File: config.mk
export PLATFORM = sky130hd
export DESIGN_NAME = screen_scanner
export DESIGN_NICKNAME = d
export VERILOG_FILES = /design/src/rtl/screen_scanner.sv
export SDC_FILE = /design/constraint.sdc
export NUM_CORES = 1
export LEC_CHECK = 0
export BUFFER_PORTS_ARGS = -buffer_cell sky130_fd_sc_hd__buf_4
export CAP_MARGIN = 10
export CELL_PAD_IN_SITES_DETAIL_PLACEMENT = 0
export CELL_PAD_IN_SITES_GLOBAL_PLACEMENT = 1
export CORE_UTILIZATION = 39
export CTS_BUF_LIST = sky130_fd_sc_hd__clkbuf_16
export DETAILED_ROUTE_END_ITERATION = 6
export PLACE_DENSITY_LB_ADDON = 0.1
export SLEW_MARGIN = 20
export SYNTH_ARGS = -nofsm -noshare
export SYNTH_HDL_FRONTEND = slang
export SYNTH_SLANG_ARGS = --single-unit
File: constraint.sdc
create_clock -name clock -period 2.6 [get_ports clock]
set_clock_uncertainty 0.1 [all_clocks]
set_input_delay 0 -clock clock [delete_from_list [all_inputs] [get_ports clock]]
set_output_delay 0 -clock clock [all_outputs]
set_load 0.005 [all_outputs]
File: src/rtl/screen_scanner.sv
// Screen memory read-side scanner: fetches one 16-pixel word per address and
// streams its pixels LSB first over a valid/ready handshake, flagging row and frame ends.
module screen_scanner #(
  parameter int WORDS_PER_ROW = 32,
  parameter int ROWS          = 256,
  parameter int ADDR_W        = 13
) (
  input  logic              clock,
  input  logic              reset,
  input  logic              enable,
  output logic [ADDR_W-1:0] address,
  input  logic [15:0]       data,
  output logic              pixel,
  output logic              pixel_valid,
  input  logic              pixel_ready,
  output logic              row_end,
  output logic              frame_end
);

  localparam int COL_W = $clog2(WORDS_PER_ROW);
  localparam logic [ADDR_W-1:0] LAST_ADDR = ADDR_W'(WORDS_PER_ROW * ROWS - 1);

  typedef enum logic [1:0] {
    IDLE  = 2'd0,
    FETCH = 2'd1,
    SHIFT = 2'd2
  } state_e;

  state_e            state_q, state_d;
  logic [ADDR_W-1:0] address_q, address_d;
  logic [15:0]       shift_q, shift_d;
  logic [3:0]        count_q, count_d;

  logic last_bit;
  logic transfer;

  assign last_bit = (count_q == 4'd15);
  assign transfer = pixel_valid && pixel_ready;

  // NOTE: every signal assigned in this block gets a default first, so no path can leave one unassigned and infer a latch.
  always_comb begin
    state_d   = state_q;
    address_d = address_q;
    shift_d   = shift_q;
    count_d   = count_q;
    unique case (state_q)
      IDLE: begin
        if (enable) state_d = FETCH;
      end
      FETCH: begin
        shift_d = data;
        count_d = 4'd0;
        state_d = SHIFT;
      end
      SHIFT: begin
        if (transfer) begin
          shift_d = {1'b0, shift_q[15:1]};
          count_d = count_q + 4'd1;
          if (last_bit) begin
            address_d = address_q + ADDR_W'(1);
            state_d   = enable ? FETCH : IDLE;
          end
        end
      end
      default: state_d = IDLE;
    endcase
  end

  // NOTE: state registers use non-blocking assignments so all flops update together from pre-edge values.
  always_ff @(posedge clock) begin
    if (reset) begin
      state_q   <= IDLE;
      address_q <= '0;
      shift_q   <= '0;
      count_q   <= '0;
    end else begin
      state_q   <= state_d;
      address_q <= address_d;
      shift_q   <= shift_d;
      count_q   <= count_d;
    end
  end

  // Markers look at the word currently being shown, so they sit in front of the address increment.
  assign address     = address_q;
  assign pixel_valid = (state_q == SHIFT);
  assign pixel       = pixel_valid && shift_q[0];
  assign row_end     = pixel_valid && last_bit && (address_q[COL_W-1:0] == {COL_W{1'b1}});
  assign frame_end   = pixel_valid && last_bit && (address_q == LAST_ADDR);

endmodule

==> results of run 1 <==
-- power groups by stage --
stage	Sequential, mW	Combinational [mW]	Clock [mW]
finish	0.578	0.149	0.559
global route	0.581	0.166	0.592
CTS	0.578	0.148	0.575
detailed placement	0.589	0.126	0
global placement	0.588	0.122	0
floorplan	0.587	0.0853	0
-- layout make-up --
cell class,count,area (sq um)
clock buffers,5,125
clock inverters,3,12.5
fillers,379,1770
inverters,7,26.3
multi-input cells,149,886
flip-flops and latches,35,701
well taps,50,62.6
repair buffers,57,473
-- how the worst max path moves through the flow --
stage             endpoint  slack [ns]  cells past startpoint
6_report       address[11]        0.46                      5
5_1_grt        address[12]        0.25                      5
4_1_cts        address[11]        0.46                      5
3_5_place_dp   address[12]        0.47                      5
3_3_place_gp   address[11]        0.57                      5
2_1_floorplan  address[11]        0.65                      5
-- cell usage after synthesis, types with 4 or more instances --
library cell and n:
sky130_fd_sc_hd__inv_1 6, sky130_fd_sc_hd__o21ai_0 5, sky130_fd_sc_hd__nand4_1 4, sky130_fd_sc_hd__nor4_1 5
sky130_fd_sc_hd__clkbuf_1 11, sky130_fd_sc_hd__xnor2_1 6, sky130_fd_sc_hd__nand2_1 36, sky130_fd_sc_hd__a311oi_1 16
sky130_fd_sc_hd__dfxtp_1 35, sky130_fd_sc_hd__nand3_1 9, sky130_fd_sc_hd__nor2b_1 4, sky130_fd_sc_hd__a21oi_1 6
sky130_fd_sc_hd__nor2_1 29
-- metal layers --
| metal | vias up | global-route usage [%] |
|---|---|---|
| li1 | 820 | - |
| met1 | 782 | 21.0 |
| met2 | 37 | 33.3 |
| met3 | 7 | 4.22 |
| met4 | 0 | 7.45 |
| met5 | - | 0 |
-- placed cells by master, fill, tap and decap left out, drive strengths merged, types with 3 or more instances in the layout --
| cell type | n |
|---|---|
| clkbuf | 5 |
| nand2b | 3 |
| ha | 3 |
| a32oi | 3 |
| nor2b | 4 |
| dlygate4sd3 | 18 |
| xnor2 | 6 |
| nand4 | 5 |
| nand2 | 36 |
| dfxtp | 35 |
| buf | 39 |
| nor2 | 29 |
| nand3 | 9 |
| o21ai | 5 |
| and3 | 3 |
| a21oi | 6 |
| a311oi | 16 |
| mux2i | 3 |
| nor4 | 5 |
| inv | 8 |
-- critical path, cell delays in order, from the launching register on --
cell and delay [ns]:
sky130_fd_sc_hd__dfxtp_1 0.40, sky130_fd_sc_hd__ha_1 0.30, sky130_fd_sc_hd__nand4_4 0.20, sky130_fd_sc_hd__or3_4 0.44, sky130_fd_sc_hd__or4_1 0.47, sky130_fd_sc_hd__a21oi_1 0.15
-- state kept, by name (all words and copies together), names as in the netlist --
signal	flops
count_q	4
state_q	2
address	13
shift_q	16
-- cell families after synthesis --
group | after synthesis
buffers and inverters | 20
AOI/OAI and AO/OA | 33
adders and majority gates | 3
xor gates and xnor gates | 7
and+or+nand+nor | 101
muxes | 5
DFF | 35
-- metrics by stage --
step	worst slack (ns)	cell area, sq um
after detailed placement	0.471	1960
final	0.457	2290
after global placement	0.572	1960
after floorplan	0.646	1660
after CTS	0.460	2280
after global routing	0.245	2290
-- what timing repair did --
action | 4_1_cts | 5_1_grt
setup endpoints to repair | 0 | 0
hold buffers | 18 | 0
endpoints found under the hold margin | 17 | 0
==> run summary, run 1 <==
* run status: finished, final reports clean
* Synth async-reset ratio: 0%
* Antenna diodes: 0
* Clk pwr share: 43.5%
* detailed-routing iteration count for the pre-antenna-repair pass: 5
* cells after synthesis: 204
* compound-gate portion of the synthesized area: 14.7%
* minimum period implied by the final worst setup slack: 2.14 ns
* sequential-to-total area share from yosys stat: 42.2%
* clock buffers created by TritonCTS: 5
* synthesized-area fraction occupied by xor and xnor cells: 3.69%
* Syn. warnings: 0
* largest cells by area after synthesis: sky130_fd_sc_hd__dfxtp_1 (42%), sky130_fd_sc_hd__a311oi_1 (8.4%), sky130_fd_sc_hd__nand2_1 (8.1%)
* core box area: 4060 sq um
* detailed placer's ending HPWL: 2560 microns
* Via-to-Cell Ratio: 5.38
* Gate power share: 11.6%
* unrepaired setup endpoints after global routing: false
* area share of the largest cell type after synthesis: 42.2%
* Placed Cells incl. Taps: 280
* post-synthesis share of cell area spent on full adders, half adders and majority gates: 2.26%
* last weighted congestion value of the routability-driven placer: 0.796
* DIE WIDTH: 67.3 microns
* category of the worst setup path launch point: register
* summed instance area of the synthesized netlist: 1660 sq um
* antenna violations before repair: 0
* RR Endpoint: address[11]
* Tot Pwr: 1.29 mW
* cell type contributing the most total cell area after synthesis: sky130_fd_sc_hd__dfxtp_1
* switching share of total power: 23.7%
* worst min-delay path startpoint: reset
* VDD IR-drop max: 289 uV
* met3 wire len: 157 microns
* leakage dissipation: 0.921 nW
* via count of the routed design: 1646
* number of enable flip-flop cells after synthesis: 0
* Critical path origin: count_q[0]
* upper clock frequency limit: 0.467 GHz
* cts repair resizes: 0
* pwr/cell area: 563 nW/um^2
* worst setup slack for register-to-register paths: 0.46 ns
* main combinational cell family by area after synthesis: simple AND/OR/NAND/NOR gates
* peak fanout along the critical path: 10
* Top Layer Used: met4
* internal power of the cells: 0.982 mW
* fraction of synthesized area in multiplexers: 3.16%
* Die Y: 67.3 microns
* Area Overhead vs Synth: 37.6%
* count of input and output buffers: 36
* Fin. Hold Viols: 0
* MaxCap Viol Count: 0
* final setup fails: 0
* CTS Buffer Depth: 2
* number of global-route vias before repair: 1525
* Clock Pin Slew Worst Setup and Hold Paths: 0.06 ns
* Avg Inst Size Synth: 8.15 sq um
* largest net degree at the start of global routing: 38
* Psw: 0.304 mW
* wire length of the first global-routing pass: 6390 microns
* endpoint required time on the critical path: 2.70 ns
* Total Neg Setup Slack: 0 ns
* Period Utilization, post-route: 82.4%
* Hold/Removal Path Class: in2reg
* DRC violation count after routing: 0
* capturing element type of the critical path: register
* part of the power in registers: 44.9%
* clock tree sinks: 35
* detailed router's first-iteration violation count: 99
* Worst Reg2Reg Path Length in Cells: 5
* Worst Path Arrival: 2.25 ns
* clock tree from TritonCTS: done
* buffer count from post-CTS setup fixing: 0
* number of flip-flops and latches in the synthesized netlist: 35
* syn nets: 227
* post-route met1 wirelength: 1820 microns
* final WL: 3870 microns
* overall global routing resource usage: 18.6%
* routed wire length on met2: 1840 microns
* Final ANT Viol Nets: 0
* initial core utilization: 40.9%
* cell at the root of the clock tree: sky130_fd_sc_hd__clkbuf_16
* transition time at the pin with the least slew margin: 0.665 ns
* placement row count: 23
* Slew HR: 55.5%
* CTS H-tree depth: 2
* total global routing overflow: 0
* startpoint of the worst-slack reg-to-reg timing path: count_q[0]
* post-synthesis simple-gate area fraction: 28.8%
* wire per inst: 12.7 microns
* I/O pin total: 37
* Netlist cell types: 32
* full die area: 4530 sq um
* Crit Path Class: reg2reg
* final std cells w/o fill: 306
* top flip-flop cell by instance count after synthesis: sky130_fd_sc_hd__dfxtp_1
* layout cells sized above 1: 20.3%
* NumNets Final: 278
* Worst Hold Margin: 0.0318 ns
* destination of the worst hold path: count_q[1]
* final max-slew violation count: 0
* Clock Latency Late Sink: 0.28 ns
* final core utilization: 56.3%
* number of stages on the worst hold path: 2
No activity file was read; power rests on OpenSTA's default activity.
==> inputs of run 2 (changes only) <==
clock period = 2.1 ns   (was 2.6 ns; I/O delays follow)
==> run summary, run 2 (same netlist as run 1, synthesis figures left out) <==
* run status: finished, final reports clean
* Hold/Removal Path Class: in2reg
* Clock Latency Late Sink: 0.28 ns, about the same
* placement row count: 23, unchanged
* number of stages on the worst hold path: 2, unchanged
* Worst Path Arrival: 1.99 ns, -0.26 ns
* worst setup slack for register-to-register paths: 0.17 ns, -0.29 ns
* Crit Path Class: reg2reg
* commonest cells after routing, fill and taps aside: sky130_fd_sc_hd__buf_4 (43), sky130_fd_sc_hd__nand2_1 (36), sky130_fd_sc_hd__dfxtp_1 (35)
* number of global-route vias before repair: 1604, +5.2%
* final max-slew violation count: 0, unchanged
* cells along the critical path: ha_1 > nand4_4 > buf_4 > nor4_1 > nor2b_1 > mux2_2
* max FFs per register: 16, unchanged
* Antenna diodes: 0, unchanged
* wire per inst: 12.9 microns, +2.0%
* Die Y: 67.3 microns, unchanged
* Final ANT Viol Nets: 0, unchanged
* combined area of the multi-input logic cells: 886 sq um, unchanged
* Fin. Hold Viols: 0, unchanged
* clock tree from TritonCTS: done
* routed wire length on met2: 1890 microns, +2.6%
* CTS Buffer Depth: 2, unchanged
* commonest non-fill, non-tap cell in the layout: sky130_fd_sc_hd__buf_4
* DRC violation count after routing: 0, unchanged
* Area Overhead vs Synth: 41.0%
* crit-path max cell delay: 0.38 ns, -0.09 ns
* leakage dissipation: 0.945 nW, +2.6%
* clock buffers created by TritonCTS: 5, unchanged
* Biggest register: shift_q
* via count of the routed design: 1650, +0.24%
* core box area: 4060 sq um, unchanged
* VDD IR-drop max: 435 uV, +51%
* destination of the worst hold path: address[5]
* Worst path depth: 6, +1
* Clock Pin Slew Worst Setup and Hold Paths: 0.05 ns, about the same
* total buffers and inverters traversed by the critical path: 1, +1
* final setup fails: 0, unchanged
* pwr/cell area: 736 nW/um^2, +31%
* unrepaired setup endpoints after global routing: false
* initial core utilization: 40.9%, unchanged
* endpoint required time on the critical path: 2.16 ns, -0.54 ns
* startpoint of the worst-slack reg-to-reg timing path: count_q[0]
* category of the worst setup path launch point: register
* last weighted congestion value of the routability-driven placer: 0.776, -2.5%
* FF+latch area: 701 sq um, unchanged
* Top Layer Used: met4
* worst min-delay path startpoint: reset
* Max stage delay cell, worst path: sky130_fd_sc_hd__dfxtp_1
* MaxCap Viol Count: 0, unchanged
* antenna violations before repair: 0, unchanged
* I/O pin total: 37, unchanged
* detailed-routing iteration count for the pre-antenna-repair pass: 4, -1
* largest net degree at the start of global routing: 38, unchanged
* upper clock frequency limit: 0.518 GHz, +11%
* count of input and output buffers: 36, unchanged
* NumNets Final: 282, +1.4%
* clock tree sinks: 35, unchanged
* full die area: 4530 sq um, unchanged
* post-route met1 wirelength: 1930 microns, +6.1%
* final std cells w/o fill: 310, +1.3%
* overall global routing resource usage: 19.6%, +1.1 points
* wire length of the first global-routing pass: 6720 microns, +5.2%
* Fill cells: 388, +2.4%
* RR Endpoint: address[12]
* capturing element type of the critical path: register
* minimum period implied by the final worst setup slack: 1.93 ns, -0.214 ns
* Placed Cells incl. Taps: 284, +1.4%
* Slew HR: 53.1%, -2.4 points
* transition time at the pin with the least slew margin: 0.701 ns, +0.0360 ns
* layout cells sized above 1: 21.9%, +1.6 points
* met3 wire len: 168 microns, +7.0%
* DIE WIDTH: 67.3 microns, unchanged
* cell at the root of the clock tree: sky130_fd_sc_hd__clkbuf_16
* detailed placer's ending HPWL: 2650 microns, +3.4%
* Period Utilization, post-route: 91.8%, +9.4 points
* Total Neg Setup Slack: 0 ns, unchanged
* Via-to-Cell Ratio: 5.32, -1.1%
* CTS H-tree depth: 2, unchanged
* total global routing overflow: 0, unchanged
* detailed router's first-iteration violation count: 41, -59%
* peak fanout along the critical path: 9, -1
* final WL: 4000 microns, +3.4%
* critical path's top delay family: simple AND/OR/NAND/NOR gates
* Worst Reg2Reg Path Length in Cells: 6, +1
==> run 2: cell count changes in the layout (fill, tap and decap cells not counted) <==
cell,change
sky130_fd_sc_hd__buf_4,+4
sky130_fd_sc_hd__bufinv_16,+1
sky130_fd_sc_hd__clkinv_1,+1
sky130_fd_sc_hd__inv_1,-2
==> run 2: cell type report <==
cell class / count / area share (%)
inverters: 7 / 1.12
flip-flops and latches: 35 / 29.9
well taps: 50 / 2.67
multi-input cells: 149 / 37.8
repair buffers: 61 / 21.5
clock buffers: 5 / 5.34
clock inverters: 3 / 1.66
==> run 2: power breakdown <==
group	internal [mW]	switching, mW	leakage [nW]	total [mW]
Clock	0.553	0.267	0.0812	0.820
Combinational	0.0907	0.0969	0.579	0.188
Sequential	0.698	0.0185	0.285	0.717
==> run 2: worst max-delay path by stage <==
stage	slack, ns	to	start
after floorplan	0.15	address[11]	count_q[0]
after global placement	0.22	address[12]	count_q[0]
after detailed placement	0.12	shift_q[1]	state_q[0]
after CTS	0.10	shift_q[1]	state_q[0]
after global routing	0.03	address[10]	count_q[0]
final	0.17	address[12]	count_q[0]
==> run 2: per-stage QoR <==
stage	setup WS (ns)	instance area [sq um]	util [%]	hold WS (ns)	total power, mW
after CTS	0.103	2330	57.5	0.0240	1.75
after global placement	0.219	1990	49.1	0.138	0.882
after floorplan	0.146	1660	-	0.0459	0.832
after global routing	0.0310	2340	57.7	0.0543	1.80
final	0.171	2340	57.7	0.0343	1.72
after detailed placement	0.115	1990	49.1	0.134	0.889
==> run 2: layer usage <==
layer | up-vias | global-route usage, %
met1 | 781 | 21.5
met4 | 0 | 7.18
li1 | 832 | -
met2 | 35 | 35.6
met5 | - | 0
met3 | 2 | 5.57
==> run 2: timing repair <==
item                       4_1_cts  5_1_grt
setup buffers                    0        0
hold endpoints to repair        17        0
hold buffers                    18        0
setup endpoints to repair        0       13
gates resized for setup          0        1
==> inputs of run 3 (changes only) <==
CORE_ASPECT_RATIO = 0.7   (was default)
==> run summary, run 3 (same netlist as run 1, synthesis figures left out) <==
* run status: finished, final reports clean
* Worst Path Arrival: 2.07 ns, +0.08 ns
* wire length of the first global-routing pass: 6930 microns, +3.2%
* core box area: 3990 sq um, -1.6%
* VDD IR-drop max: 387 uV, -11%
* clock tree from TritonCTS: done
* CTS Buffer Depth: 2, unchanged
* worst min-delay path startpoint: reset
* full die area: 4530 sq um, about the same
* detailed placer's ending HPWL: 2700 microns, +1.9%
* Hold/Removal Path Class: in2reg
* final WL: 4160 microns, +3.9%
* detailed router's first-iteration violation count: 69, +68%
* DIE WIDTH: 80.0 microns, +19%
* Final ANT Viol Nets: 0, unchanged
* leakage dissipation: 0.926 nW, -2.0%
* startpoint of the worst-slack reg-to-reg timing path: count_q[0]
* max FFs per register: 16, unchanged
* MaxCap Viol Count: 0, unchanged
* count of input and output buffers: 36, unchanged
* commonest non-fill, non-tap cell in the layout: sky130_fd_sc_hd__buf_4
* category of the worst setup path launch point: register
* endpoint required time on the critical path: 2.21 ns, +0.05 ns
* placement row count: 19, -17%
* Worst Hold Margin: 0.0256 ns, -0.00870 ns
* Biggest register: shift_q
* Critical path origin: count_q[0]
* peak fanout along the critical path: 5, -4
* commonest cells after routing, fill and taps aside: sky130_fd_sc_hd__buf_4 (43), sky130_fd_sc_hd__nand2_1 (36), sky130_fd_sc_hd__dfxtp_1 (35)
* Total Neg Setup Slack: 0 ns, unchanged
* last weighted congestion value of the routability-driven placer: 0.754, -2.9%
* minimum period implied by the final worst setup slack: 1.96 ns, +0.0336 ns
* Area Overhead vs Synth: 40.4%
* transition time at the pin with the least slew margin: 0.728 ns, +0.0265 ns
* Fin. Hold Viols: 0, unchanged
* Slew HR: 51.3%, -1.8 points
* buffer count from post-CTS setup fixing: 0, unchanged
* CTS H-tree depth: 2, unchanged
* initial core utilization: 41.6%, +0.65 points
* Antenna diodes: 0, unchanged
* Via-to-Cell Ratio: 5.21, -2.1%
* clock tree sinks: 35, unchanged
* upper clock frequency limit: 0.510 GHz, -1.7%
* Crit Path Class: reg2reg
* number of global-route vias before repair: 1493, -6.9%
* largest net degree at the start of global routing: 38, unchanged
* antenna violations before repair: 0, unchanged
* detailed-routing iteration count for the pre-antenna-repair pass: 5, +1
* DRC violation count after routing: 0, unchanged
* wire per inst: 13.3 microns, +3.2%
* unrepaired setup endpoints after global routing: false
* worst setup slack for register-to-register paths: 0.14 ns, -0.03 ns
* pwr/cell area: 689 nW/um^2, -6.4%
* I/O pin total: 37, unchanged
* Clock Pin Slew Worst Setup and Hold Paths: 0.06 ns, about the same
* total global routing overflow: 0, unchanged
* Die Y: 56.6 microns, -16%
* final max-slew violation count: 0, unchanged
* cell at the root of the clock tree: sky130_fd_sc_hd__clkbuf_16
* overall global routing resource usage: 20.3%, +0.70 points
* NumNets Final: 282, unchanged
* final core utilization: 58.4%, +0.70 points
* Period Utilization, post-route: 93.4%, +1.6 points
* via count of the routed design: 1625, -1.5%
* clock buffers created by TritonCTS: 5, unchanged
* capturing element type of the critical path: register
* final setup fails: 0, unchanged
* layout cells sized above 1: 21.9%, unchanged
* Clock Latency Late Sink: 0.28 ns, about the same
## run 3: cell types whose count changed in the layout (fill, tap and decap cells not counted)
cell,change
sky130_fd_sc_hd__clkinv_2,-1
sky130_fd_sc_hd__clkinvlp_4,+1
sky130_fd_sc_hd__bufinv_16,-1
sky130_fd_sc_hd__ha_1,-1
sky130_fd_sc_hd__ha_4,+1
sky130_fd_sc_hd__clkinv_1,+1
## run 3: worst max-delay path, cell delays in order, from the launching register on
cell and delay, ns:
sky130_fd_sc_hd__dfxtp_1 0.43, sky130_fd_sc_hd__ha_4 0.21, sky130_fd_sc_hd__nand4_4 0.11, sky130_fd_sc_hd__or3_4 0.41, sky130_fd_sc_hd__or4_1 0.49, sky130_fd_sc_hd__a21oi_1 0.14
## run 3: metrics by stage
stage / std cells / power (mW) / cell area (sq um) / setup slack [ns]
final: 312 / 1.61 / 2330 / 0.138
after global placement: 286 / 0.881 / 1990 / 0.143
after detailed placement: 286 / 0.889 / 1990 / 0.0858
after global routing: 312 / 1.68 / 2330 / 0.0155
after CTS: 312 / 1.62 / 2310 / 0.0405
after floorplan: 204 / 0.832 / 1660 / 0.146
## run 3: path summary, 6_finish.rpt
check	endpoint	cells after the start
setup reg to reg	address[9]	5
hold / removal	count_q[0]	2
setup / recovery	address[9]	5
hold reg to reg	shift_q[8]	2
## run 3: per-layer routing
layer  GRT usage, %  vias to the layer above  wire (microns)
met5              0                        -               0
met4           6.12                        0              48
met3           6.83                        5             231
met2           33.3                       31            1860
met1           25.2                      761            2020
li1               -                      828               -
## run 3: where the power goes
group	total (mW)	internal, mW	switching (mW)
Combinational	0.191	0.0911	0.100
Clock	0.701	0.430	0.270
Sequential	0.717	0.698	0.0186
Total	1.61	1.22	0.389
## run 3: area by class of cell
cell class	instances	area, sq um
Clock buffer	5	125
Clock inverter	3	15.0
Fill cell	403	1660
Inverter	7	26.3
Multi-Input combinational cell	149	898
Sequential cell	35	701
Tap cell	52	65.1
Timing Repair Buffer	61	503
## run 3: repair_timing
| action | in CTS | in global routing |
|---|---|---|
| endpoints found under the setup margin | 0 | 3 |
| hold buffers | 18 | 0 |
| gates resized for setup | 0 | 2 |
| endpoints found under the hold margin | 17 | 0 |
